==> src/rtl/esfa_pkg.sv <==
// Definitions shared between the input streamer and the ESFA design:
// default symbol width, default verdict timeout, and the streamer state encoding.
package esfa_pkg;

  localparam int ESFA_SYM_W   = 8;
  localparam int ESFA_TIMEOUT = 255;

  typedef enum logic [1:0] {
    ST_IDLE   = 2'd0,
    ST_STREAM = 2'd1,
    ST_WAIT   = 2'd2,
    ST_FIN    = 2'd3
  } esfa_state_e;

  function automatic logic state_is_busy(esfa_state_e s);
    return (s == ST_STREAM) || (s == ST_WAIT);
  endfunction

endpackage

==> src/rtl/esfa_sym_buffer.sv <==
// Symbol store for one input string: DEPTH x SYM_W register array with a single
// write port and a registered read port that holds its value when not enabled.
module esfa_sym_buffer #(
  parameter  int SYM_W = 8,
  parameter  int DEPTH = 16,
  localparam int AW    = $clog2(DEPTH)
) (
  input  logic             clk,
  input  logic             rst,
  input  logic             wr_en,
  input  logic [AW-1:0]    wr_idx,
  input  logic [SYM_W-1:0] wr_data,
  input  logic             rd_en,
  input  logic [AW-1:0]    rd_idx,
  output logic [SYM_W-1:0] rd_data
);

  logic [SYM_W-1:0] mem_q [DEPTH];
  logic [SYM_W-1:0] rd_data_d;
  logic [SYM_W-1:0] rd_data_q;

  // Contents are deliberately not reset; the streamer's count gates visibility.
  always_ff @(posedge clk) begin
    if (wr_en) begin
      mem_q[wr_idx] <= wr_data;
    end
  end

  always_comb begin
    rd_data_d = rd_data_q;
    if (rd_en) begin
      rd_data_d = mem_q[rd_idx];
    end
  end

  always_ff @(posedge clk or posedge rst) begin
    if (rst) begin
      rd_data_q <= '0;
    end else begin
      rd_data_q <= rd_data_d;
    end
  end

  assign rd_data = rd_data_q;

endmodule

==> src/rtl/esfa_input_streamer.sv <==
// Loads a symbol string, streams it to the ESFA automaton over a valid/ready
// handshake, then waits (with a watchdog) for the accept/reject verdict.
module esfa_input_streamer
  import esfa_pkg::*;
#(
  parameter  int SYM_W   = ESFA_SYM_W,
  parameter  int DEPTH   = 16,
  parameter  int TIMEOUT = ESFA_TIMEOUT,
  localparam int AW      = $clog2(DEPTH),
  localparam int CW      = AW + 1,
  localparam int WW      = $clog2(TIMEOUT + 1)
) (
  input  logic             clk,
  input  logic             rst,
  input  logic             wr_en,
  input  logic [SYM_W-1:0] wr_data,
  input  logic             clear,
  output logic [CW-1:0]    count,
  output logic             full,
  input  logic             start,
  output logic             busy,
  output logic [SYM_W-1:0] sym_data,
  output logic             sym_valid,
  output logic             sym_last,
  input  logic             sym_ready,
  input  logic             res_valid,
  input  logic             res_accept,
  output logic             done,
  output logic             accepted,
  output logic             timed_out
);

  esfa_state_e   state_q, state_d;
  logic [CW-1:0] count_q, count_d;
  logic [AW-1:0] idx_q, idx_d;
  logic [WW-1:0] wdog_q, wdog_d;
  logic          sym_valid_q, sym_valid_d;
  logic          sym_last_q, sym_last_d;
  logic          done_q, done_d;
  logic          accepted_q, accepted_d;
  logic          timed_out_q, timed_out_d;

  logic          buf_wr_en;
  logic          buf_rd_en;
  logic [AW-1:0] buf_rd_idx;
  logic          full_w;

  assign full_w = (count_q == CW'(DEPTH));

  esfa_sym_buffer #(
    .SYM_W (SYM_W),
    .DEPTH (DEPTH)
  ) u_buf (
    .clk     (clk),
    .rst     (rst),
    .wr_en   (buf_wr_en),
    .wr_idx  (count_q[AW-1:0]),
    .wr_data (wr_data),
    .rd_en   (buf_rd_en),
    .rd_idx  (buf_rd_idx),
    .rd_data (sym_data)
  );

  always_comb begin
    state_d     = state_q;
    count_d     = count_q;
    idx_d       = idx_q;
    wdog_d      = wdog_q;
    sym_valid_d = sym_valid_q;
    sym_last_d  = sym_last_q;
    done_d      = 1'b0;
    accepted_d  = accepted_q;
    timed_out_d = timed_out_q;
    buf_wr_en   = 1'b0;
    buf_rd_en   = 1'b0;
    buf_rd_idx  = idx_q;

    case (state_q)
      ST_IDLE: begin
        // start takes priority so the string cannot change under a new run
        if (start) begin
          if (count_q != '0) begin
            state_d     = ST_STREAM;
            idx_d       = '0;
            buf_rd_en   = 1'b1;
            buf_rd_idx  = '0;
            sym_valid_d = 1'b1;
            sym_last_d  = (count_q == CW'(1));
          end else begin
            state_d     = ST_FIN;
            done_d      = 1'b1;
            accepted_d  = 1'b0;
            timed_out_d = 1'b0;
          end
        end else if (clear) begin
          count_d = '0;
        end else if (wr_en && !full_w) begin
          buf_wr_en = 1'b1;
          count_d   = count_q + CW'(1);
        end
      end

      ST_STREAM: begin
        if (sym_ready) begin
          if (sym_last_q) begin
            state_d     = ST_WAIT;
            sym_valid_d = 1'b0;
            sym_last_d  = 1'b0;
            wdog_d      = '0;
          end else begin
            idx_d      = idx_q + AW'(1);
            buf_rd_en  = 1'b1;
            buf_rd_idx = idx_q + AW'(1);
            // next index is the last one when idx+1 == count-1
            sym_last_d = (({1'b0, idx_q} + CW'(2)) == count_q);
          end
        end
      end

      ST_WAIT: begin
        if (res_valid) begin
          state_d     = ST_FIN;
          done_d      = 1'b1;
          accepted_d  = res_accept;
          timed_out_d = 1'b0;
        end else if (wdog_q == WW'(TIMEOUT)) begin
          state_d     = ST_FIN;
          done_d      = 1'b1;
          accepted_d  = 1'b0;
          timed_out_d = 1'b1;
        end else begin
          wdog_d = wdog_q + WW'(1);
        end
      end

      ST_FIN: begin
        state_d = ST_IDLE;
      end

      default: begin
        state_d = ST_IDLE;
      end
    endcase
  end

  always_ff @(posedge clk or posedge rst) begin
    if (rst) begin
      state_q     <= ST_IDLE;
      count_q     <= '0;
      idx_q       <= '0;
      wdog_q      <= '0;
      sym_valid_q <= 1'b0;
      sym_last_q  <= 1'b0;
      done_q      <= 1'b0;
      accepted_q  <= 1'b0;
      timed_out_q <= 1'b0;
    end else begin
      state_q     <= state_d;
      count_q     <= count_d;
      idx_q       <= idx_d;
      wdog_q      <= wdog_d;
      sym_valid_q <= sym_valid_d;
      sym_last_q  <= sym_last_d;
      done_q      <= done_d;
      accepted_q  <= accepted_d;
      timed_out_q <= timed_out_d;
    end
  end

  assign count     = count_q;
  assign full      = full_w;
  assign busy      = state_is_busy(state_q);
  assign sym_valid = sym_valid_q;
  assign sym_last  = sym_last_q;
  assign done      = done_q;
  assign accepted  = accepted_q;
  assign timed_out = timed_out_q;

endmodule

==> config.mk <==
export PLATFORM = sky130hd
export DESIGN_NAME = esfa_input_streamer
export DESIGN_NICKNAME = d
export VERILOG_FILES = /design/src/rtl/esfa_pkg.sv /design/src/rtl/esfa_sym_buffer.sv /design/src/rtl/esfa_input_streamer.sv
export SDC_FILE = /design/constraint.sdc
export NUM_CORES = 1
export LEC_CHECK = 0
export CELL_PAD_IN_SITES_DETAIL_PLACEMENT = 1
export CELL_PAD_IN_SITES_GLOBAL_PLACEMENT = 1
export CORE_ASPECT_RATIO = 1.1
export CORE_MARGIN = 2
export CORE_UTILIZATION = 52
export DETAILED_ROUTE_END_ITERATION = 10
export GPL_TIMING_DRIVEN = 0
export PLACE_DENSITY_LB_ADDON = 0.1
export SYNTH_ARGS = -nofsm -noshare
export SYNTH_HDL_FRONTEND = slang
export SYNTH_SLANG_ARGS = --single-unit
==> constraint.sdc <==
create_clock -name clk -period 5.7 [get_ports clk]
set_input_delay 1.425 -clock clk [delete_from_list [all_inputs] [get_ports clk]]
set_output_delay 1.425 -clock clk [all_outputs]
set_load 0.05 [all_outputs]
==> results of run 1 <==
==> layout by cell type, fill, tap and decap left out, drive strengths merged, types with 3 or more instances in the layout <==
cell / n
a21oi: 25
a221oi: 4
a22o: 3
a22oi: 4
a31oi: 15
a32oi: 9
and2: 3
buf: 14
clkbuf: 35
clkdlybuf4s50: 34
clkinv: 5
dfrtp: 32
edfxtp: 128
ha: 10
inv: 20
mux2i: 5
nand2: 157
nand2b: 7
nand3: 48
nand4: 21
nor2: 24
nor3: 11
o21ai: 17
or3: 4
xor2: 6
==> per-stage QoR <==
step	setup slack (ns)	cell area, um2	hold slack [ns]
final	1.50	8190	0.546
after global routing	1.41	8190	0.577
after CTS	1.54	8170	0.548
after detailed placement	1.23	7570	0.534
after global placement	1.35	7570	0.509
after floorplan	2.38	7030	0.488
==> critical path, stage by stage <==
cell and delay (ns):
clkdlybuf4s50_1 0.63, nand2b_1 0.22, xnor2_1 0.17, a32oi_1 0.72, clkbuf_1 0.62, nand3_1 0.23, a32oi_1 0.33, nand3_1 0.14
==> metal layers <==
metal  share of wire  vias up  track usage  wire length, um
li1                -     2339            -                -
met1            0.40     2628        0.360             7930
met2            0.54      171        0.510            10700
met3           0.044       34       0.0476              875
met4           0.020        0       0.0992              395
met5               0        -            0                0
==> power groups by stage <==
| stage | clock (mW) | combinational [mW] | sequential [mW] |
|---|---|---|---|
| global placement | 0 | 1.61 | 1.41 |
| detailed placement | 0 | 1.69 | 1.42 |
| global route | 1.21 | 1.90 | 1.40 |
| CTS | 1.17 | 1.74 | 1.39 |
| floorplan | 0 | 1.04 | 1.51 |
| finish | 1.16 | 1.75 | 1.39 |
==> state kept, by name (all words and copies together) (netlist names) <==
name           cells
idx_q              4
sym_valid          1
wdog_q             8
accepted           1
u_buf.rd_data      8
u_buf.mem_q      128
count              5
sym_last           1
timed_out          1
done               1
state_q            2
==> cell families (layout without fill, tap and decap cells) <==
family                   Yosys count  after routing  synth area share
AO/OA/AOI/OAI                     91             91            0.0854
AND/OR/NAND/NOR                  288            288             0.186
adder cells (fa/ha/maj)           10             10            0.0178
multiplexers                       7              7            0.0103
XOR/XNOR                           8              8           0.00997
flip-flops                       160            160             0.661
buffers and inverters             46            112            0.0295
==> worst max path at each step <==
stage | startpoint | to | slack, ns | cells past startpoint
detailed placement | sym_ready | u_buf.rd_data[1] | 1.23 | 8
global placement | sym_ready | u_buf.rd_data[1] | 1.35 | 8
global route | sym_ready | u_buf.rd_data[3] | 1.41 | 8
CTS | state_q[1] | u_buf.mem_q[0][1] | 1.54 | 9
floorplan | start | u_buf.mem_q[2][0] | 2.38 | 6
finish | sym_ready | u_buf.rd_data[4] | 1.50 | 8
==> final cells by class <==
type / instances / area, um2
plain buffers: 32 / 155
clock buffers: 17 / 425
clock inverters: 15 / 173
fillers: 1333 / 5030
inverters: 14 / 52.6
multi-input cells: 404 / 2190
flip-flops and latches: 160 / 4640
well taps: 161 / 201
repair buffers: 34 / 340
==> results.toml, run 1 <==
[hold_path]
min_from = "wdog_q[5]"
min_delay_worst_endpoint = "wdog_q[5]"
holdCritPathClass = "reg2reg"
hold-path-cell-count = 1

[timing]
slew-limit-headroom = 0.201
fmax_mhz = 238
fin_setup_tns_ns = 0
final-setup-viol-count = 0
worst-slew-pin-transition_ns = 1.19
slew_viol_final = 0
final_period_minus_worst_setup_slack_ns = 4.20
clock_skew_ns = 0.00864
report.final.hold_viol_count = 0
timing.final.crit_share = 0.737
rsz_0062_raised_after_global_routing = "no"

[yosys]
synth_enable_flop_cells = 128
synth.top_cell.area_share = 0.547
ys_async_sr_fraction = 0.200
most_frequently_used_cell_type_in_the_post_synthesis_netlist = "nand2_1"
synth-main-ff-cell = "edfxtp_1"
synth_nets = 636
synthDistinctLibCells = 52
ys_warn_count = 0
synthesis.area_per_instance_um2 = 11.5
ys_top_cells_by_area = "edfxtp_1 55%, dfrtp_1 11%, nand2_1 8.4%, nand3_1 3.4%, nand4_1 1.9%"
synthTopCellsByCount = "157 x nand2_1, 128 x edfxtp_1, 48 x nand3_1, 32 x dfrtp_1, 25 x a21oi_1"
synth_area_mm2 = 0.00703
synthCells = 610
synth.yosys.seq_area_share = 0.661
synth_largest_area_cell = "edfxtp_1"
synth_seq_cells = 160

[final_layout]
layout.core_utilization = 0.620
fraction_of_layout_instances_using_a_drive_strength_above_1 = 0.0873
layout.cells.non_filler = 837
final_nets = 689
ant_diodes = 0
area_growth_pct = 16.4

[power]
comb_power_share = 0.407
static-leakage-power_nw = 3.08
powerDensity_mw_per_mm2 = 526
vdd.ir_drop.worst_uv = 326
cell_internal_pwr_mw = 2.50
power_mw = 4.30
swShare = 0.418
power_share_of_the_sequential_group = 0.324
p_clk_frac = 0.269
power.switching_mw = 1.80

[outcome]
run_status = "complete, no violations"

[worst_setup_path]
critical_path.startpoint_type = "input port"
worst_r2r_path_depth = 9
critPathMaxFanout = 10
worst_ep_required_time_ns = 6.00
reg2reg_to = "u_buf.mem_q[3][2]"
worstReg2RegStart = "state_q[1]"
r2r_slack_ns = 1.94
cp_data_arrival_time_ns = 4.50
worstSetupPathType = "in2reg"
end_kind = "flop"

[die]
ioPinCount = 36
die-area_mm2 = 0.0145
design.core.area_mm2 = 0.0132
die_h_um = 126
initial_core_util = 0.532
floorplan_row_count = 44
die_x_um = 115

[clock_network]
clock-root-buffer = "clkbuf_16"
h_tree_depth = 4
max-clock-path-buffers = 2
cts_repair_resize_count = 0
cts_tree = "yes"
clock_sink_count = 160
clock_insertion_delay_worst_skew_ns = 0.43
cts_made_buffers = 17
cts_setup_buffers = 0
number_of_hold_buffers_added_after_cts = 0
cts.reportedPaths.clkPinSlew_ns = 0.07

[routing]
avgViaCountPerCell = 6.18
drc = 0
route.antenna.remaining_nets = 0
routedWlPerCell_um = 23.7
post_route_wl_um = 19900
vias = 5172
drtIter0Drc = 395
dr.pass1.iters = 7

[placed_design]
dpl.cell_count = 805
detailedPlacementHpwl_um = 13000
port-buffer-count = 34
gpl.final_weighted_congestion = 0.837

[global_route]
grt_pass1_wl_um = 30900
track_usage = 0.290
first_global_vias = 5494
grt_antenna_before_repair = 0
grt_max_degree = 33
grt-ovfl-total = 0

[run]
maxCapViolations = 0
Note: power is estimated with default switching activity, not from simulation.
==> inputs of run 2 (changes only) <==
CORE_UTILIZATION = 48   (was 52)
clock period = 4.3 ns   (was 5.7 ns; I/O delays follow)
==> results.toml, run 2 (synthesis results as in run 1) <==
[routing]
drc = 0
vias = 5056
avgViaCountPerCell = 5.82
routedWlPerCell_um = 22.2
drtIter0Drc = 361
met2_wirelength_um = 10200
post_route_wl_um = 19300
met1_length_um = 7660
dr.pass1.iters = 5
dr_wl_met3_um = 864
top_layer_used = "met4"
route.antenna.remaining_nets = 0

[timing]
final-setup-viol-count = 0
finalHoldWorstSlack_ns = 0.538
final_period_minus_worst_setup_slack_ns = 3.64
worst-slew-pin-transition_ns = 1.01
timing.final.crit_share = 0.846
slew-limit-headroom = 0.325
fmax_mhz = 275
clock_skew_ns = 0.00775
slew_viol_final = 0
report.final.hold_viol_count = 0
fin_setup_tns_ns = 0
rsz_0062_raised_after_global_routing = "no"

[worst_setup_path]
critPathMaxStageDelay_ns = 0.64
worst_path_max_delay_cell = "clkdlybuf4s50_1"
worstSetupPathDepth = 8
worstPathCellList = "clkdlybuf4s50_1, nand2b_1, xnor2_1, a32oi_1, clkbuf_1, nand3_1, a32oi_1, nand3_1"
worst_r2r_path_depth = 9
r2r_slack_ns = 0.71
cp_data_arrival_time_ns = 3.93
critical_path.startpoint_type = "input port"
end_kind = "flop"
critical_path_buf_inv_count = 2
path_delay_family = "buffers and inverters"
worst_ep_required_time_ns = 4.59
worstSetupPathType = "in2reg"
critPathMaxFanout = 10

[clock_network]
clock_insertion_delay_worst_skew_ns = 0.43
cts.reportedPaths.clkPinSlew_ns = 0.06
cts_setup_buffers = 0
cts_tree = "yes"
h_tree_depth = 4
cts_repair_resize_count = 0
max-clock-path-buffers = 2
clock-root-buffer = "clkbuf_16"
clock_sink_count = 160
cts_made_buffers = 17
number_of_hold_buffers_added_after_cts = 0

[die]
initial_core_util = 0.489
ioPinCount = 36
die-area_mm2 = 0.0156
die_x_um = 119
design.core.area_mm2 = 0.0144
die_h_um = 131
floorplan_row_count = 46

[global_route]
grt_antenna_before_repair = 0
grt-ovfl-total = 0
grt_max_degree = 33
grt_pass1_wl_um = 30100
first_global_vias = 5432
track_usage = 0.263

[final_layout]
regMostFlops = "u_buf.mem_q"
final_nets = 690
area_growth_pct = 16.4
fraction_of_layout_instances_using_a_drive_strength_above_1 = 0.0798
layout.cells.non_filler = 869
largest_reg_flops = 128
layout.cells.most_common_list = "157 x nand2_1, 128 x edfxtp_1, 48 x nand3_1, 34 x clkdlybuf4s50_1, 32 x dfrtp_1"
multiInputGateArea_mm2 = 0.00219
register_area_mm2 = 0.00464
fillerInstances = 1513
layout_commonest_cell = "nand2_1"
ant_diodes = 0

[hold_path]
holdCritPathClass = "reg2reg"
hold-path-cell-count = 1

[power]
powerDensity_mw_per_mm2 = 680
vdd.ir_drop.worst_uv = 443
static-leakage-power_nw = 3.05

[placed_design]
dpl.cell_count = 837
detailedPlacementHpwl_um = 12800
port-buffer-count = 34
gpl.final_weighted_congestion = 0.825

[outcome]
run_status = "complete, no violations"

[run]
maxCapViolations = 0
==> run 2: path summary, 6_finish.rpt <==
path / start / end
max: sym_ready / u_buf.rd_data[1]
min: wdog_q[4] / wdog_q[4]
max reg2reg: state_q[1] / u_buf.mem_q[4][4]
min reg2reg: wdog_q[4] / wdog_q[4]
max in group asynchronous: rst / u_buf.rd_data[1]
min in group asynchronous: rst / wdog_q[6]
==> run 2: report_power, final <==
| part | leakage [nW] | internal, mW | switching [mW] |
|---|---|---|---|
| combinational | 1.22 | 0.681 | 1.60 |
| sequential | 1.58 | 1.76 | 0.0821 |
| clock | 0.263 | 0.842 | 0.596 |
==> run 2: stage by stage <==
| step | setup slack (ns) | power (mW) | util | cell area [um2] |
|---|---|---|---|---|
| finish | 0.662 | 5.57 | 0.569 | 8190 |
| global placement | 0.357 | 4.03 | 0.529 | 7610 |
| CTS | 0.345 | 5.58 | 0.568 | 8170 |
| floorplan | 1.33 | 3.38 | - | 7030 |
| detailed placement | 0.244 | 4.12 | 0.529 | 7620 |
| global route | 0.432 | 5.88 | 0.569 | 8190 |
==> run 2: layout make-up <==
cell class                      count  share of cell area
Sequential cell                   160               0.567
Multi-Input combinational cell    404               0.268
Clock buffer                       19              0.0529
Timing Repair Buffer               35              0.0422
Tap cell                          192              0.0293
Buffer                             32              0.0190
Clock inverter                     13              0.0148
Inverter                           14             0.00642
==> run 2: worst reg2reg max path: stages, from the launching register on <==
cell and delay (ns):
dfrtp_1 0.38, inv_1 0.12, ha_1 0.16, clkbuf_1 0.31, inv_1 0.25, nor2_1 0.20, and3_1 0.26, nor2b_1 0.44
nand2_1 0.28, nor2_1 0.81
==> run 2: metal layers <==
layer | up-vias | global-route usage
li1 | 2338 | -
met1 | 2536 | 0.304
met2 | 138 | 0.480
met3 | 44 | 0.0547
met4 | 0 | 0.111
met5 | - | 0
==> inputs of run 3 (changes only) <==
clock period = 3.4 ns   (was 4.3 ns; I/O delays follow)
==> results.toml, run 3 (synthesis results as in run 1) <==
[outcome]
run_status = "complete, no violations"

[worst_setup_path]
critPathMaxFanout = 10
worstReg2RegStart = "count[0]"
worst_ep_required_time_ns = 3.76
startpoint = "sym_ready"
end_kind = "flop"
worstSetupPathType = "in2reg"
r2r_slack_ns = 0.30
cp_data_arrival_time_ns = 3.60
critical_path.startpoint_type = "input port"
worst_r2r_path_depth = 12
reg2reg_to = "u_buf.rd_data[1]"

[final_layout]
layout.cells.non_filler = 870
register_area_mm2 = 0.00464
layout.cells.most_common_list = "157 x nand2_1, 128 x edfxtp_1, 48 x nand3_1, 34 x clkdlybuf4s50_1, 32 x dfrtp_1"
fillerInstances = 1507
multiInputGateArea_mm2 = 0.00230
final_nets = 691
largest_reg_flops = 128
regMostFlops = "u_buf.mem_q"
ant_diodes = 0
area_growth_pct = 18.5
layout_commonest_cell = "nand2_1"
fraction_of_layout_instances_using_a_drive_strength_above_1 = 0.109

[routing]
dr_wl_met3_um = 770
vias = 5033
avgViaCountPerCell = 5.79
post_route_wl_um = 19300
drc = 0
drtIter0Drc = 371
route.antenna.remaining_nets = 0
routedWlPerCell_um = 22.2
met1_length_um = 7780
top_layer_used = "met4"
dr.pass1.iters = 4
met2_wirelength_um = 10300

[timing]
final_period_minus_worst_setup_slack_ns = 3.25
rsz_0062_raised_after_global_routing = "no"
fmax_mhz = 308
timing.final.crit_share = 0.955
final-setup-viol-count = 0
worst-slew-pin-transition_ns = 0.780
slew_viol_final = 0
report.final.hold_viol_count = 0
slew-limit-headroom = 0.480
clock_skew_ns = 0.00815

[clock_network]
cts_made_buffers = 17
clock-root-buffer = "clkbuf_16"
number_of_hold_buffers_added_after_cts = 0
clock_insertion_delay_worst_skew_ns = 0.43
cts.reportedPaths.clkPinSlew_ns = 0.06
clock_sink_count = 160
h_tree_depth = 4
cts_tree = "yes"
max-clock-path-buffers = 2

[hold_path]
holdCritPathClass = "reg2reg"
hold-path-cell-count = 1
min_delay_worst_endpoint = "wdog_q[4]"
min_from = "wdog_q[4]"

[die]
die-area_mm2 = 0.0156
initial_core_util = 0.489
design.core.area_mm2 = 0.0144
die_h_um = 131
ioPinCount = 36
die_x_um = 119
floorplan_row_count = 46

[placed_design]
gpl.final_weighted_congestion = 0.825
detailedPlacementHpwl_um = 12800
port-buffer-count = 34
dpl.cell_count = 837

[global_route]
grt_pass1_wl_um = 30200
grt-ovfl-total = 0
track_usage = 0.264
grt_antenna_before_repair = 0
first_global_vias = 5466
grt_max_degree = 33

[power]
static-leakage-power_nw = 3.07
vdd.ir_drop.worst_uv = 566
power_mw = 7.08
powerDensity_mw_per_mm2 = 850

[run]
maxCapViolations = 0
-- run 3: area by class of cell --
| cell class | instances | area share |
|---|---|---|
| well taps | 192 | 0.0288 |
| flip-flops and latches | 160 | 0.558 |
| clock buffers | 19 | 0.0520 |
| multi-input cells | 404 | 0.276 |
| inverters | 14 | 0.00631 |
| repair buffers | 37 | 0.0463 |
| plain buffers | 31 | 0.0183 |
| clock inverters | 13 | 0.0146 |
-- run 3: routing by layer --
layer	vias up	global-route usage
met5	-	0
met4	0	0.111
met3	29	0.0490
met2	142	0.488
met1	2516	0.305
li1	2346	-
-- run 3: power breakdown --
| part | switching (mW) | internal (mW) | total (mW) | leakage [nW] |
|---|---|---|---|---|
| registers | 0.105 | 2.23 | 2.33 | 1.58 |
| logic | 2.04 | 0.882 | 2.92 | 1.23 |
| clock network | 0.755 | 1.07 | 1.82 | 0.263 |
-- run 3: worst max path at each step --
stage | endpoint | slack (ns) | cells past startpoint
2_1_floorplan | u_buf.mem_q[2][0] | 0.53 | 7
3_3_place_gp | u_buf.mem_q[1][2] | -0.40 | 9
3_5_place_dp | u_buf.mem_q[0][4] | -0.51 | 9
4_1_cts | u_buf.mem_q[0][4] | -0.10 | 9
5_1_grt | u_buf.rd_data[2] | 0.002 | 11
6_report | u_buf.rd_data[2] | 0.15 | 11
-- run 3: critical path: stages --
cell	delay, ns
clkdlybuf4s50_1	0.63
nand2b_1	0.22
a31oi_1	0.19
and2_1	0.15
clkbuf_1	0.22
buf_2	0.33
clkbuf_1	0.51
nand2_1	0.12
nand2_1	0.12
a32oi_1	0.11
nand3_1	0.15
-- run 3: metrics by stage --
| step | setup TNS [ns] | worst slack, ns | utilization | hold WS (ns) | instance area (um2) |
|---|---|---|---|---|---|
| floorplan | 0 | 0.533 | - | 0.488 | 7030 |
| global placement | -14.15 | -0.398 | 0.529 | 0.507 | 7610 |
| detailed placement | -17.63 | -0.507 | 0.529 | 0.524 | 7620 |
| CTS | -1.53 | -0.103 | 0.572 | 0.537 | 8230 |
| global route | 0 | 0.00184 | 0.579 | 0.570 | 8330 |
| finish | 0 | 0.154 | 0.579 | 0.537 | 8330 |
-- run 3: timing repair --
| action | CTS | global route |
|---|---|---|
| pin swaps | 0 | 2 |
| cloned | 0 | 0 |
| hold endpoints to repair | 0 | 0 |
| gates resized for setup | 17 | 14 |
| endpoints found under the setup margin | 111 | 134 |
| buffers inserted | 0 | 2 |
